==> src/rtl/param_xmit_if.sv <==
// Handshake and serial-line bundle for param_xmit: the requester drives start,
// the transmitter drives the serial line plus its busy/done status.
interface param_xmit_if;
  logic start;
  logic data;
  logic busy;
  logic done;

  modport master (
    output start,
    input  data,
    input  busy,
    input  done
  );

  modport slave (
    input  start,
    output data,
    output busy,
    output done
  );
endinterface

==> src/rtl/param_xmit.sv <==
// Serial transmitter of the elaboration-time constant FOO: start bit, WIDTH data bits
// LSB first, optional even-parity bit (macro PARAM_XMIT_PARITY_EN), stop bit.
module param_xmit #(
  parameter int FOO        = 1,
  parameter int WIDTH      = 32,
  parameter int BIT_CYCLES = 1
) (
  input  logic          clk,
  input  logic          reset,
  param_xmit_if.slave   bus
);

  localparam int                IDX_W      = $clog2(WIDTH + 1);
  localparam logic [WIDTH-1:0]  PAYLOAD    = WIDTH'(FOO);
  localparam logic [15:0]       CYC_RELOAD = 16'(BIT_CYCLES - 1);
  localparam logic [IDX_W-1:0]  LAST_IDX   = IDX_W'(WIDTH - 1);
`ifdef PARAM_XMIT_PARITY_EN
  localparam logic              PARITY_BIT = ^PAYLOAD;
`endif

  typedef enum logic [2:0] {
    IDLE,
    START,
    DATA,
`ifdef PARAM_XMIT_PARITY_EN
    PARITY,
`endif
    STOP
  } state_t;

  state_t           state;
  logic [15:0]      cyc;
  logic [IDX_W-1:0] idx;
  logic             bit_end;
  logic             next_bit;

  // next_bit is payload bit idx+1, selected by mask so no index narrower than idx is needed
  always_comb begin
    bit_end  = (cyc == '0);
    next_bit = |(PAYLOAD & (WIDTH'(1) << (idx + 1'b1)));
  end

  always_ff @(posedge clk) begin
    if (reset) begin
      state    <= IDLE;
      cyc      <= '0;
      idx      <= '0;
      bus.data <= 1'b1;
      bus.busy <= 1'b0;
      bus.done <= 1'b0;
    end else begin
      bus.done <= 1'b0;
      case (state)
        IDLE: begin
          if (bus.start) begin
            state    <= START;
            cyc      <= CYC_RELOAD;
            bus.data <= 1'b0;
            bus.busy <= 1'b1;
          end
        end
        START: begin
          if (bit_end) begin
            state    <= DATA;
            cyc      <= CYC_RELOAD;
            idx      <= '0;
            bus.data <= PAYLOAD[0];
          end else begin
            cyc <= cyc - 1'b1;
          end
        end
        DATA: begin
          if (bit_end) begin
            cyc <= CYC_RELOAD;
            if (idx == LAST_IDX) begin
`ifdef PARAM_XMIT_PARITY_EN
              state    <= PARITY;
              bus.data <= PARITY_BIT;
`else
              state    <= STOP;
              bus.data <= 1'b1;
              bus.done <= (BIT_CYCLES == 1);
`endif
            end else begin
              idx      <= idx + 1'b1;
              bus.data <= next_bit;
            end
          end else begin
            cyc <= cyc - 1'b1;
          end
        end
`ifdef PARAM_XMIT_PARITY_EN
        PARITY: begin
          if (bit_end) begin
            state    <= STOP;
            cyc      <= CYC_RELOAD;
            bus.data <= 1'b1;
            bus.done <= (BIT_CYCLES == 1);
          end else begin
            cyc <= cyc - 1'b1;
          end
        end
`endif
        STOP: begin
          // done is registered, so it is raised one cycle ahead of the final STOP cycle
          if (bit_end) begin
            state    <= IDLE;
            idx      <= '0;
            bus.data <= 1'b1;
            bus.busy <= 1'b0;
          end else begin
            cyc      <= cyc - 1'b1;
            bus.done <= (cyc == 16'd1);
          end
        end
        default: begin
          state    <= IDLE;
          cyc      <= '0;
          idx      <= '0;
          bus.data <= 1'b1;
          bus.busy <= 1'b0;
        end
      endcase
    end
  end

endmodule

==> src/flat_wrapper.sv <==
// flat-port wrapper written by rule: the top's interface ports become plain ports
module param_xmit_flat 
#(
  parameter int FOO        = 1,
  parameter int WIDTH      = 32,
  parameter int BIT_CYCLES = 1
)
  (clk, reset, bus_start, bus_data, bus_busy, bus_done);
  param_xmit_if bus_i ();
  input  logic clk;
  input  logic reset;
  input wire logic [$bits(bus_i.start)-1:0] bus_start;
  output wire logic [$bits(bus_i.data)-1:0] bus_data;
  output wire logic [$bits(bus_i.busy)-1:0] bus_busy;
  output wire logic [$bits(bus_i.done)-1:0] bus_done;
  assign bus_i.start = bus_start;
  assign bus_data = bus_i.data;
  assign bus_busy = bus_i.busy;
  assign bus_done = bus_i.done;
  param_xmit #(.FOO(FOO), .WIDTH(WIDTH), .BIT_CYCLES(BIT_CYCLES)) u_core (.clk(clk), .reset(reset), .bus(bus_i));
endmodule
==> config.mk <==
export PLATFORM = sky130hd
export DESIGN_NAME = param_xmit_flat
export DESIGN_NICKNAME = d
export VERILOG_FILES = /design/src/rtl/param_xmit_if.sv /design/src/rtl/param_xmit.sv /design/src/flat_wrapper.sv
export SDC_FILE = /design/constraint.sdc
export NUM_CORES = 1
export LEC_CHECK = 0
export BUFFER_PORTS_ARGS = -buffer_cell sky130_fd_sc_hd__buf_2
export CORE_UTILIZATION = 60
export CTS_CLUSTER_DIAMETER = 150
export CTS_CLUSTER_SIZE = 14
export DETAILED_ROUTE_END_ITERATION = 8
export GPL_TIMING_DRIVEN = 0
export PLACE_DENSITY = 0.78
export SETUP_SLACK_MARGIN = 0.05
export SYNTH_ARGS = -nofsm -noshare
export SYNTH_HDL_FRONTEND = slang
export SYNTH_SLANG_ARGS = --single-unit
==> constraint.sdc <==
create_clock -name clk -period 3.05 [get_ports clk]
set_input_delay 0.61 -clock clk [delete_from_list [all_inputs] [get_ports clk]]
set_output_delay 0.61 -clock clk [all_outputs]
set_load 0.05 [all_outputs]
==> results of run 1 <==
[per-layer routing]
metal,global-route usage,wire (um),vias up,share of wire
met2,0.4897,1743,29,0.48
met3,0.02542,103,5,0.029
met4,0.1404,53,0,0.015
li1,-,-,747,-
met5,0,0,-,0
met1,0.3610,1706,705,0.47
[worst max-delay path by stage]
stage	to	depth (start not counted)	slack (ps)	start
floorplan	u_core.idx[4]$_SDFFE_PP0P_	6	1010	u_core.cyc[2]$_SDFFE_PP0P_
global placement	u_core.cyc[4]$_SDFFE_PP0P_	9	830	u_core.cyc[0]$_SDFFE_PP0P_
detailed placement	u_core.cyc[7]$_SDFFE_PP0P_	9	670	u_core.cyc[0]$_SDFFE_PP0P_
CTS	u_core.cyc[7]$_SDFFE_PP0P_	9	630	u_core.cyc[0]$_SDFFE_PP0P_
global route	u_core.cyc[7]$_SDFFE_PP0P_	9	310	u_core.cyc[0]$_SDFFE_PP0P_
finish	u_core.cyc[7]$_SDFFE_PP0P_	9	570	u_core.cyc[0]$_SDFFE_PP0P_
[cell usage after synthesis, types with 2 or more instances]
master,instances
nand2b_1,3
a21o_1,2
o21ai_0,10
a31oi_1,6
or3_1,9
nor2_1,9
a21oi_1,8
a211oi_1,5
o21bai_1,2
nor3b_1,2
nand3_1,10
ha_1,8
buf_2,2
clkbuf_1,7
mux2i_1,2
a221oi_1,8
nand4_1,4
nor4_1,5
nand2_1,17
or4_4,2
o31ai_1,4
inv_1,8
o21ai_1,2
xor2_1,4
or2_2,2
nor2b_1,2
dfxtp_1,27
nor3_1,4
[cell families (layout without fill, tap and decap cells)]
| logic type | count (synthesis) | after routing | synth area share |
|---|---|---|---|
| simple gates | 77 | 77 | 0.2657 |
| compound gates | 56 | 56 | 0.2486 |
| flops | 27 | 27 | 0.3357 |
| buf+inv | 18 | 26 | 0.04818 |
| fa+ha+maj | 8 | 8 | 0.06216 |
| xor+xnor | 5 | 5 | 0.02719 |
| mux | 2 | 2 | 0.01243 |
[stage by stage]
stage	instance area [um2]	utilization	hold WS, ps	instances	setup slack, ps
after floorplan	1610	-	441.2	193	1009
after CTS	1694	0.6777	507.1	231	631.7
after global placement	1668	0.6672	479.2	227	825.4
after detailed placement	1668	0.6672	480.9	227	666.2
final	1694	0.6777	516.4	231	566.4
after global routing	1694	0.6777	528.7	231	307.0
[sequential cells by signal, summed over array words and instances, names as in the netlist]
signal and cells:
u_core.cyc 16, u_core.idx 6, u_core.bus.done 1, u_core.state 2, u_core.bus.busy 1, u_core.bus.data 1
[critical path: stages (launching register included)]
cell and delay (ps):
dfxtp_1 370, inv_1 150, ha_1 230, nor3b_1 350, and2_0 170, buf_2 170
a21oi_1 90, o21bai_1 220, clkbuf_1 400, a221oi_1 180
[layout make-up]
class	count	area (um2)
Timing Repair Buffer	4	20.02
Clock buffer	4	26.28
Inverter	8	30.03
Tap cell	30	37.54
Fill cell	218	805.8
Buffer	10	47.55
Multi-Input combinational cell	148	992.2
Sequential cell	27	540.5
==> run summary, run 1 <==
Hold Path Depth - 2
Largest net degree at the start of global routing - 15
Worst Hold Class - reg -> reg
Clock latency on the worst-skew pair - 340 ps
Yosys warns - 0
I/O pin cnt - 6
H-tree levels - 1
Port Buffers - 4
Remaining DRCs - 0
CTS tree - built
Final Net Count - 213
Via-per-instance ratio - 6.433
Vias in the first global route - 1379
Final Max Tran Viols - 0
RSZ-0062 raised after global routing - no
Synth unique cells - 47
Post-CTS Setup Bufs - 0
Max-Cap Viols - 0
Worst Hold End - u_core.cyc[13]$_SDFFE_PP0P_
Final worst-path cycle share - 0.8143
Cells resized by post-CTS repair - 0
Critical Path RT - 3250 ps
Syn Area/Cell - 8.343 um2
Predominant post-synthesis flop cell - dfxtp_1
Post-synth EDFFs - 0
Maximum root-to-sink buffer count - 2
Hold-fix buffers, CTS - 0
Max-slew headroom - 0.5225
RePlAce Congestion - 0.8200
Yosys reg bits - 27
Final min period - 2484 ps
Clock Root Buffer - clkbuf_4
CP Launch Type - register
F_max - 0.4026 GHz
Core ar. - 0.002500 mm2
Worst R2R End - u_core.cyc[7]$_SDFFE_PP0P_
GRT Total Usage - 0.2879
Min-delay src - u_core.cyc[13]$_SDFFE_PP0P_
# diodes - 0
Sequential share of the synthesized area - 0.3357
Starting density of the core - 0.6441
Post-Route WL - 3607 um
R2R setup slack - 570 ps
Syn-to-layout area delta - 5.206%
WL/cell - 15.61 um
R2R depth - 9
ANT nets after route - 0
DR vias - 1486
Layout cells sized above 1 - 0.1045
Synthesized Nets - 204
Most frequent cells in the layout - dfxtp_1 (27), nand2_1 (17), o21ai_0 (10), nand3_1 (10)
Antenna violations before repair - 0
Post-synth top area share - 0.3357
Die H - 53.81 um
Mapped Area - 0.001610 mm2
Actual slew at the worst max-slew pin - 709.7 ps
Width of the chip - 53.81 um
Post-detail-place hpwl - 2605 um
CTS Sinks - 27
Final Hold Fails - 0
Crit path DAT - 2680 ps
Grt total ovfl - 0
CTS Buf Count - 3
Clock slew at reported path FFs - 150 ps
Post-synth top area cell - dfxtp_1
Clock Skew - 10.58 ps
Most common cell after layout, fill and taps aside - dfxtp_1
Synth async-reset ratio - 0
Status - finished clean
Die Area - 0.002895 mm2
Cell count after synthesis - 193
Detailed Route Iter0 Violations - 36
Global-route wire length before repair - 6003 um
Setup violations, final - 0
Main area contributors after synthesis - dfxtp_1 (34%), ha_1 (6.2%), a221oi_1 (4.4%)
Rows - 18
Crit end category - register
DR pass1 iterations - 4
Setup TNS - 0 ps
Worst r2r src - u_core.cyc[0]$_SDFFE_PP0P_
Max Fanout on Critical Path - 10
WS Path Type - reg -> reg
Power of run 1 is not shown: default switching activity piles up to over one toggle a cycle in this logic, so the estimate is an artifact.
==> run 2, diff against run 1 <==
--- a/config.mk
+++ b/config.mk
@@ -5,13 +5,14 @@
 export SDC_FILE = /design/constraint.sdc
 export NUM_CORES = 1
 export LEC_CHECK = 0
+export ABC_AREA = 1
 export BUFFER_PORTS_ARGS = -buffer_cell sky130_fd_sc_hd__buf_2
 export CORE_UTILIZATION = 60
 export CTS_CLUSTER_DIAMETER = 150
 export CTS_CLUSTER_SIZE = 14
 export DETAILED_ROUTE_END_ITERATION = 8
 export GPL_TIMING_DRIVEN = 0
-export PLACE_DENSITY = 0.78
+export PLACE_DENSITY = 0.77
 export SETUP_SLACK_MARGIN = 0.05
 export SYNTH_ARGS = -nofsm -noshare
 export SYNTH_HDL_FRONTEND = slang
==> constraint.sdc (replaced) <==
create_clock -name clk -period 2.3 [get_ports clk]
set_input_delay 0.46 -clock clk [delete_from_list [all_inputs] [get_ports clk]]
set_output_delay 0.46 -clock clk [all_outputs]
set_load 0.05 [all_outputs]
==> run summary, run 2 <==
Most common cell after layout, fill and taps aside - nand2_1
Clock Root Buffer - clkbuf_4
GRT Total Usage - 0.2423 (-0.04564)
Post-synth top area share - 0.3021 (-0.03357)
Core ar. - 0.002781 mm2 (+11%)
Setup violations, final - 0 (unchanged)
CP Launch Type - register
DR pass1 iterations - 4 (unchanged)
Max Fanout on Critical Path - 10 (unchanged)
Port Buffers - 5 (+1)
Clock latency on the worst-skew pair - 320 ps (-20 ps)
Worst Hold Class - in -> reg
CTS Sinks - 27 (unchanged)
Synth Area in Compound Gates - 0.06084 (-0.1878)
Grt total ovfl - 0 (unchanged)
Crit path from - u_core.state[0]$_SDFFE_PP0P_
Synth unique cells - 28 (-40%)
Global-route wire length before repair - 6127 um (+2.1%)
Via-per-instance ratio - 5.220 (-19%)
Leading registers by flop count - u_core.cyc (16), u_core.idx (6), u_core.state (2)
Simple-gate area share of the yosys netlist - 0.4699 (+0.2042)
# diodes - 0 (unchanged)
Min-delay src - reset
ANT nets after route - 0 (unchanged)
Post-synth EDFFs - 0 (unchanged)
Synth top cells by count - nand2_1 (65), nor2_1 (50), inv_1 (36)
Detailed Route Iter0 Violations - 88 (+140%)
Critical Path RT - 2560 ps (-690 ps)
Final Max Tran Viols - 0 (unchanged)
Post-synth top area cell - dfxtp_1
RePlAce Congestion - 0.8855 (+8.0%)
Die H - 56.61 um (+5.2%)
Cell count after synthesis - 278 (+44%)
Syn-to-layout area delta - 5.105% (about the same)
Rows - 19 (+1)
Top-count cell post-synth - nand2_1
Fill cell count - 280 (+28%)
Syn Area/Cell - 6.436 um2 (-23%)
Maximum root-to-sink buffer count - 2 (unchanged)
Vias in the first global route - 1409 (+2.2%)
Antenna violations before repair - 0 (unchanged)
Main area contributors after synthesis - dfxtp_1 (30%), nand2_1 (14%), nor2_1 (10%)
Crit end category - register
Final Hold Fails - 0 (unchanged)
I/O pin cnt - 6 (unchanged)
CTS tree - built
WS Path Type - reg -> reg
Width of the chip - 56.61 um (+5.2%)
Final Net Count - 299 (+40%)
Max-Cap Viols - 0 (unchanged)
Largest family of logic cells by synthesized area - simple AND/OR/NAND/NOR gates
Max FFs per register - 16 (unchanged)
Clock slew at reported path FFs - 140 ps (about the same)
Remaining DRCs - 0 (unchanged)
Hold-fix buffers, CTS - 0 (unchanged)
Final min period - 1806 ps (-677.9 ps)
F_max - 0.5538 GHz (+38%)
Status - finished clean
Post-CTS Setup Bufs - 0 (unchanged)
DR vias - 1660 (+12%)
Most frequent cells in the layout - nand2_1 (65), nor2_1 (50), inv_1 (36), nand3_1 (27), dfxtp_1 (27)
Crit path DAT - 2070 ps (-610 ps)
Multiplexer share of the synthesized area - 0 (-0.01243)
Mapped Area - 0.001789 mm2 (+11%)
Predominant post-synthesis flop cell - dfxtp_1
Synthesized Nets - 289 (+42%)
Max-slew headroom - 0.6476 (+0.1251)
Largest Register - u_core.cyc
Cells resized by post-CTS repair - 0 (unchanged)
CTS Buf Count - 3 (unchanged)
Synth Area in XOR/XNOR - 0.01469 (-0.01251)
RSZ-0062 raised after global routing - no
Setup TNS - 0 ps (unchanged)
Synth Area in Adders - 0.05594 (-0.006216)
WL/cell - 11.33 um (-27%)
Yosys warns - 0 (unchanged)
Die Area - 0.003204 mm2 (+11%)
Largest net degree at the start of global routing - 16 (+1)
Sequential share of the synthesized area - 0.3021 (-0.03357)
Worst r2r src - u_core.state[0]$_SDFFE_PP0P_
Yosys reg bits - 27 (unchanged)
Layout cells sized above 1 - 0.1254 (+0.02096)
Final worst-path cycle share - 0.7851 (-0.02922)
Actual slew at the worst max-slew pin - 528.6 ps (-181.1 ps)
Starting density of the core - 0.6433 (-0.0008691)
Synth async-reset ratio - 0 (unchanged)
H-tree levels - 1 (unchanged)
Post-Route WL - 3604 um (about the same)
Post-detail-place hpwl - 2772 um (+6.4%)
Clock Skew - 6.766 ps (-3.811 ps)
==> run 2: changes by cell type in the layout (fill, tap and decap cells not counted), sizes merged, moves of 7 or more <==
cell,previous run,this run
nand2,17,73
nor2,9,60
inv,8,38
nand3,10,29
o21ai,13,3
or3,9,0
a221oi,8,0
nand4,4,12
clkbuf,11,4
==> run 2: worst paths after layout <==
| kind | endpoint | slack (ps) | cells after the start |
|---|---|---|---|
| setup / recovery | u_core.cyc[8]$_SDFFE_PP0P_ | 490 | 10 |
| hold / removal | u_core.idx[4]$_SDFFE_PP0P_ | 320 | 2 |
| setup reg to reg | u_core.cyc[8]$_SDFFE_PP0P_ | 490 | 10 |
| hold reg to reg | u_core.bus.busy$_SDFFE_PP0P_ | 460 | 2 |
==> run 2: cell type report <==
class | instances | area [um2] | share of cell area
Clock inverter | 1 | 5.005 | 0.002661
Buffer | 5 | 30.03 | 0.01597
Sequential cell | 27 | 540.5 | 0.2874
Multi-Input combinational cell | 208 | 1076 | 0.5722
Clock buffer | 3 | 22.52 | 0.01198
Inverter | 38 | 142.6 | 0.07585
Timing Repair Buffer | 5 | 25.02 | 0.01331
Tap cell | 31 | 38.79 | 0.02063
==> run 2: metrics by stage <==
step	setup WS [ps]	util	area [um2]	cells	hold WS [ps]
after floorplan	760.3	-	1789	278	443.6
after global placement	559.0	0.6662	1853	314	444.8
after detailed placement	551.2	0.6662	1853	314	450.5
after CTS	494.3	0.6761	1881	318	314.8
after global routing	357.3	0.6761	1881	318	309.7
final	494.3	0.6761	1881	318	324.5
==> run 2: layer usage <==
metal  track usage  wire [um]  vias to the layer above  part of all wire
met5             0          0                        -                 0
met4       0.09408         43                        0             0.012
met3       0.02074        200                        4             0.055
met2        0.3529       1492                       33              0.41
met1        0.3664       1868                      722              0.52
li1              -          -                      901                 -
==> run 2: worst max-delay path, cell delays in order, from the launching register on <==
cell and delay, ps:
dfxtp_1 390, inv_1 80, ha_1 240, inv_2 150, or2_1 110, buf_2 160, buf_2 250, nand4_1 130
nand2_1 80, inv_1 40, nor2_1 110
==> run 2: kinds of logic (layout without fill, tap and decap cells) <==
kind of cell / Yosys count / after routing
compound gates: 18 / 18
xor+xnor: 3 / 3
fa+ha+maj: 8 / 8
buf+inv: 43 / 52
flops: 27 / 27
simple gates: 179 / 179
Power of run 2 is left out for the same reason.
==> run 3, diff against run 2 <==
--- a/config.mk
+++ b/config.mk
@@ -7,12 +7,12 @@
 export LEC_CHECK = 0
 export ABC_AREA = 1
 export BUFFER_PORTS_ARGS = -buffer_cell sky130_fd_sc_hd__buf_2
-export CORE_UTILIZATION = 60
+export CORE_UTILIZATION = 55
 export CTS_CLUSTER_DIAMETER = 150
 export CTS_CLUSTER_SIZE = 14
 export DETAILED_ROUTE_END_ITERATION = 8
 export GPL_TIMING_DRIVEN = 0
-export PLACE_DENSITY = 0.77
+export PLACE_DENSITY = 0.75
 export SETUP_SLACK_MARGIN = 0.05
 export SYNTH_ARGS = -nofsm -noshare
 export SYNTH_HDL_FRONTEND = slang
==> constraint.sdc (replaced) <==
create_clock -name clk -period 1.55 [get_ports clk]
set_input_delay 0.31 -clock clk [delete_from_list [all_inputs] [get_ports clk]]
set_output_delay 0.31 -clock clk [all_outputs]
set_load 0.05 [all_outputs]
==> run summary, run 3 (synthesis results as in run 2) <==
Post-Route WL - 4399 um (+22%)
GR peak layer - met2
Detailed Route Iter0 Violations - 93 (+5.7%)
Final min period - 1528 ps (-277.4 ps)
Fill cell count - 241 (-14%)
CP Launch Type - register
Final std cells w/o fill - 352 (+11%)
CTS Sinks - 27 (unchanged)
Rows - 20 (+1)
R2R depth - 11 (+1)
Final Util - 0.7411 (+0.06494)
Worst Hold Class - in -> reg
Most common cell after layout, fill and taps aside - nand2_1
DP Cell Count - 327 (+4.1%)
Crit path DAT - 1810 ps (-260 ps)
GRT met2 Usage - 0.3864 (+0.03342)
Clock slew at reported path FFs - 150 ps (about the same)
Actual slew at the worst max-slew pin - 515.1 ps (-13.45 ps)
Clock Root Buffer - clkbuf_4
Final Net Count - 320 (+7.0%)
Final Max Tran Viols - 0 (unchanged)
Setup violations, final - 0 (unchanged)
Max incr delay on CP - 370 ps (-20 ps)
Via-per-instance ratio - 5.270 (+0.95%)
I/O pin cnt - 6 (unchanged)
Hold Path Depth - 2 (unchanged)
Cell mode on critical path - buf_6
WS Path Type - reg -> reg
Vias in the first global route - 1501 (+6.5%)
Grt total ovfl - 0 (unchanged)
Final Hold Fails - 0 (unchanged)
Antenna violations before repair - 0 (unchanged)
H-tree levels - 1 (unchanged)
CP bufs+invs - 5 (unchanged)
Syn-to-layout area delta - 27.48%
Port Buffers - 5 (unchanged)
Post-DP Area - 0.001882 mm2 (+1.6%)
Most frequent cells in the layout - nand2_1 (57), nor2_1 (44), inv_1 (30), nand3_1 (24), buf_4 (18)
F_max - 0.6543 GHz (+18%)
Crit path max-delay family - simple AND/OR/NAND/NOR gates
Max FFs per register - 16 (unchanged)
DR vias - 1855 (+12%)
Maximum root-to-sink buffer count - 2 (unchanged)
Max-Cap Viols - 0 (unchanged)
Remaining DRCs - 0 (unchanged)
RSZ-0062 raised after global routing - yes
Largest net degree at the start of global routing - 15 (-1)
Worst path slowest cell - dfxtp_2
CTS Buf Count - 3 (unchanged)
Met1 Usage GRT - 0.3730 (+0.006594)
Global-route wire length before repair - 6755 um (+10%)
Die Area - 0.003485 mm2 (+8.8%)
Worst path depth - 11 (+1)
DR pass1 iterations - 4 (unchanged)
CTS tree - built
Max-slew headroom - 0.6566 (+0.008966)
Critical Path RT - 1830 ps (-730 ps)
Width of the chip - 59.04 um (+4.3%)
Cell Chain, Critical Path - inv_2, ha_4, inv_6, or2_1, buf_6, nand2_4, inv_4, buf_6, nand2_2, nand3_1, nor2_1
Cell area after layout - 0.002281 mm2 (+21%)
Crit end category - register
# diodes - 0 (unchanged)
Clock latency on the worst-skew pair - 330 ps (about the same)
Starting density of the core - 0.5813 (-0.06197)
WL/cell - 12.50 um (+10%)
ANT nets after route - 0 (unchanged)
Max Fanout on Critical Path - 5 (-5)
Layout cells sized above 1 - 0.3312 (+0.2057)
Post-detail-place hpwl - 2744 um (-1.0%)
Largest Register - u_core.cyc
Status - finished clean
GRT Total Usage - 0.2538 (+0.01154)
Die H - 59.04 um (+4.3%)
Clock Skew - 1.761 ps (-5.005 ps)
Final worst-path cycle share - 0.9860 (+0.2009)
Core ar. - 0.003078 mm2 (+11%)
Met3 global-route usage - 0.01965 (-0.001087)
RePlAce Congestion - 0.8574 (-3.2%)
Setup TNS - 0 ps (unchanged)
Leading registers by flop count - u_core.cyc (16), u_core.idx (6), u_core.state (2)
## run 3: cell count changes in the layout (fill, tap and decap cells not counted), moves of 4 or more
| cell | delta |
|---|---|
| buf_4 | +18 |
| dfxtp_1 | -15 |
| dfxtp_2 | +13 |
| nand2_1 | -8 |
| inv_1 | -6 |
| nand2_4 | +6 |
| nor2_1 | -6 |
| ha_1 | -5 |
| nor2_4 | +5 |
| inv_4 | +4 |
## run 3: worst paths after layout
check / slack, ps / from / to
setup reg to reg: 20 / u_core.state[0]$_SDFFE_PP0P_ / u_core.cyc[8]$_SDFFE_PP0P_
hold / removal: 170 / reset / u_core.idx[4]$_SDFFE_PP0P_
hold reg to reg: 470 / u_core.bus.busy$_SDFFE_PP0P_ / u_core.bus.busy$_SDFFE_PP0P_
setup / recovery: 20 / u_core.state[0]$_SDFFE_PP0P_ / u_core.cyc[8]$_SDFFE_PP0P_
## run 3: per-stage QoR
stage	hold slack (ps)	setup WS, ps
3_5_place_dp	451.1	-144.9
3_3_place_gp	444.7	-120.3
6_report	174.0	21.75
5_1_grt	183.1	-96.84
2_1_floorplan	379.1	69.65
4_1_cts	175.1	39.29
## run 3: cell type report
cell class | count | area, um2 | share of cell area
Tap cell | 44 | 55.05 | 0.02414
Inverter | 38 | 157.7 | 0.06912
Multi-Input combinational cell | 209 | 1244 | 0.5453
Sequential cell | 27 | 564.3 | 0.2474
Timing Repair Buffer | 25 | 191.4 | 0.08393
Buffer | 5 | 42.54 | 0.01865
Clock buffer | 4 | 26.28 | 0.01152
## run 3: what timing repair did
item | in CTS | in global routing
resized for setup | 24 | 46
pin swaps | 9 | 16
setup endpoints to repair | 24 | 26
buffers inserted | 8 | 11
hold buffers | 0 | 0
cloned | 2 | 0
## run 3: per-layer routing
metal / part of all wire / routed length, um
met5: 0 / 0
met4: 0.015 / 64
met3: 0.056 / 247
met2: 0.45 / 1993
met1: 0.48 / 2093
Power of run 3 is left out for the same reason.
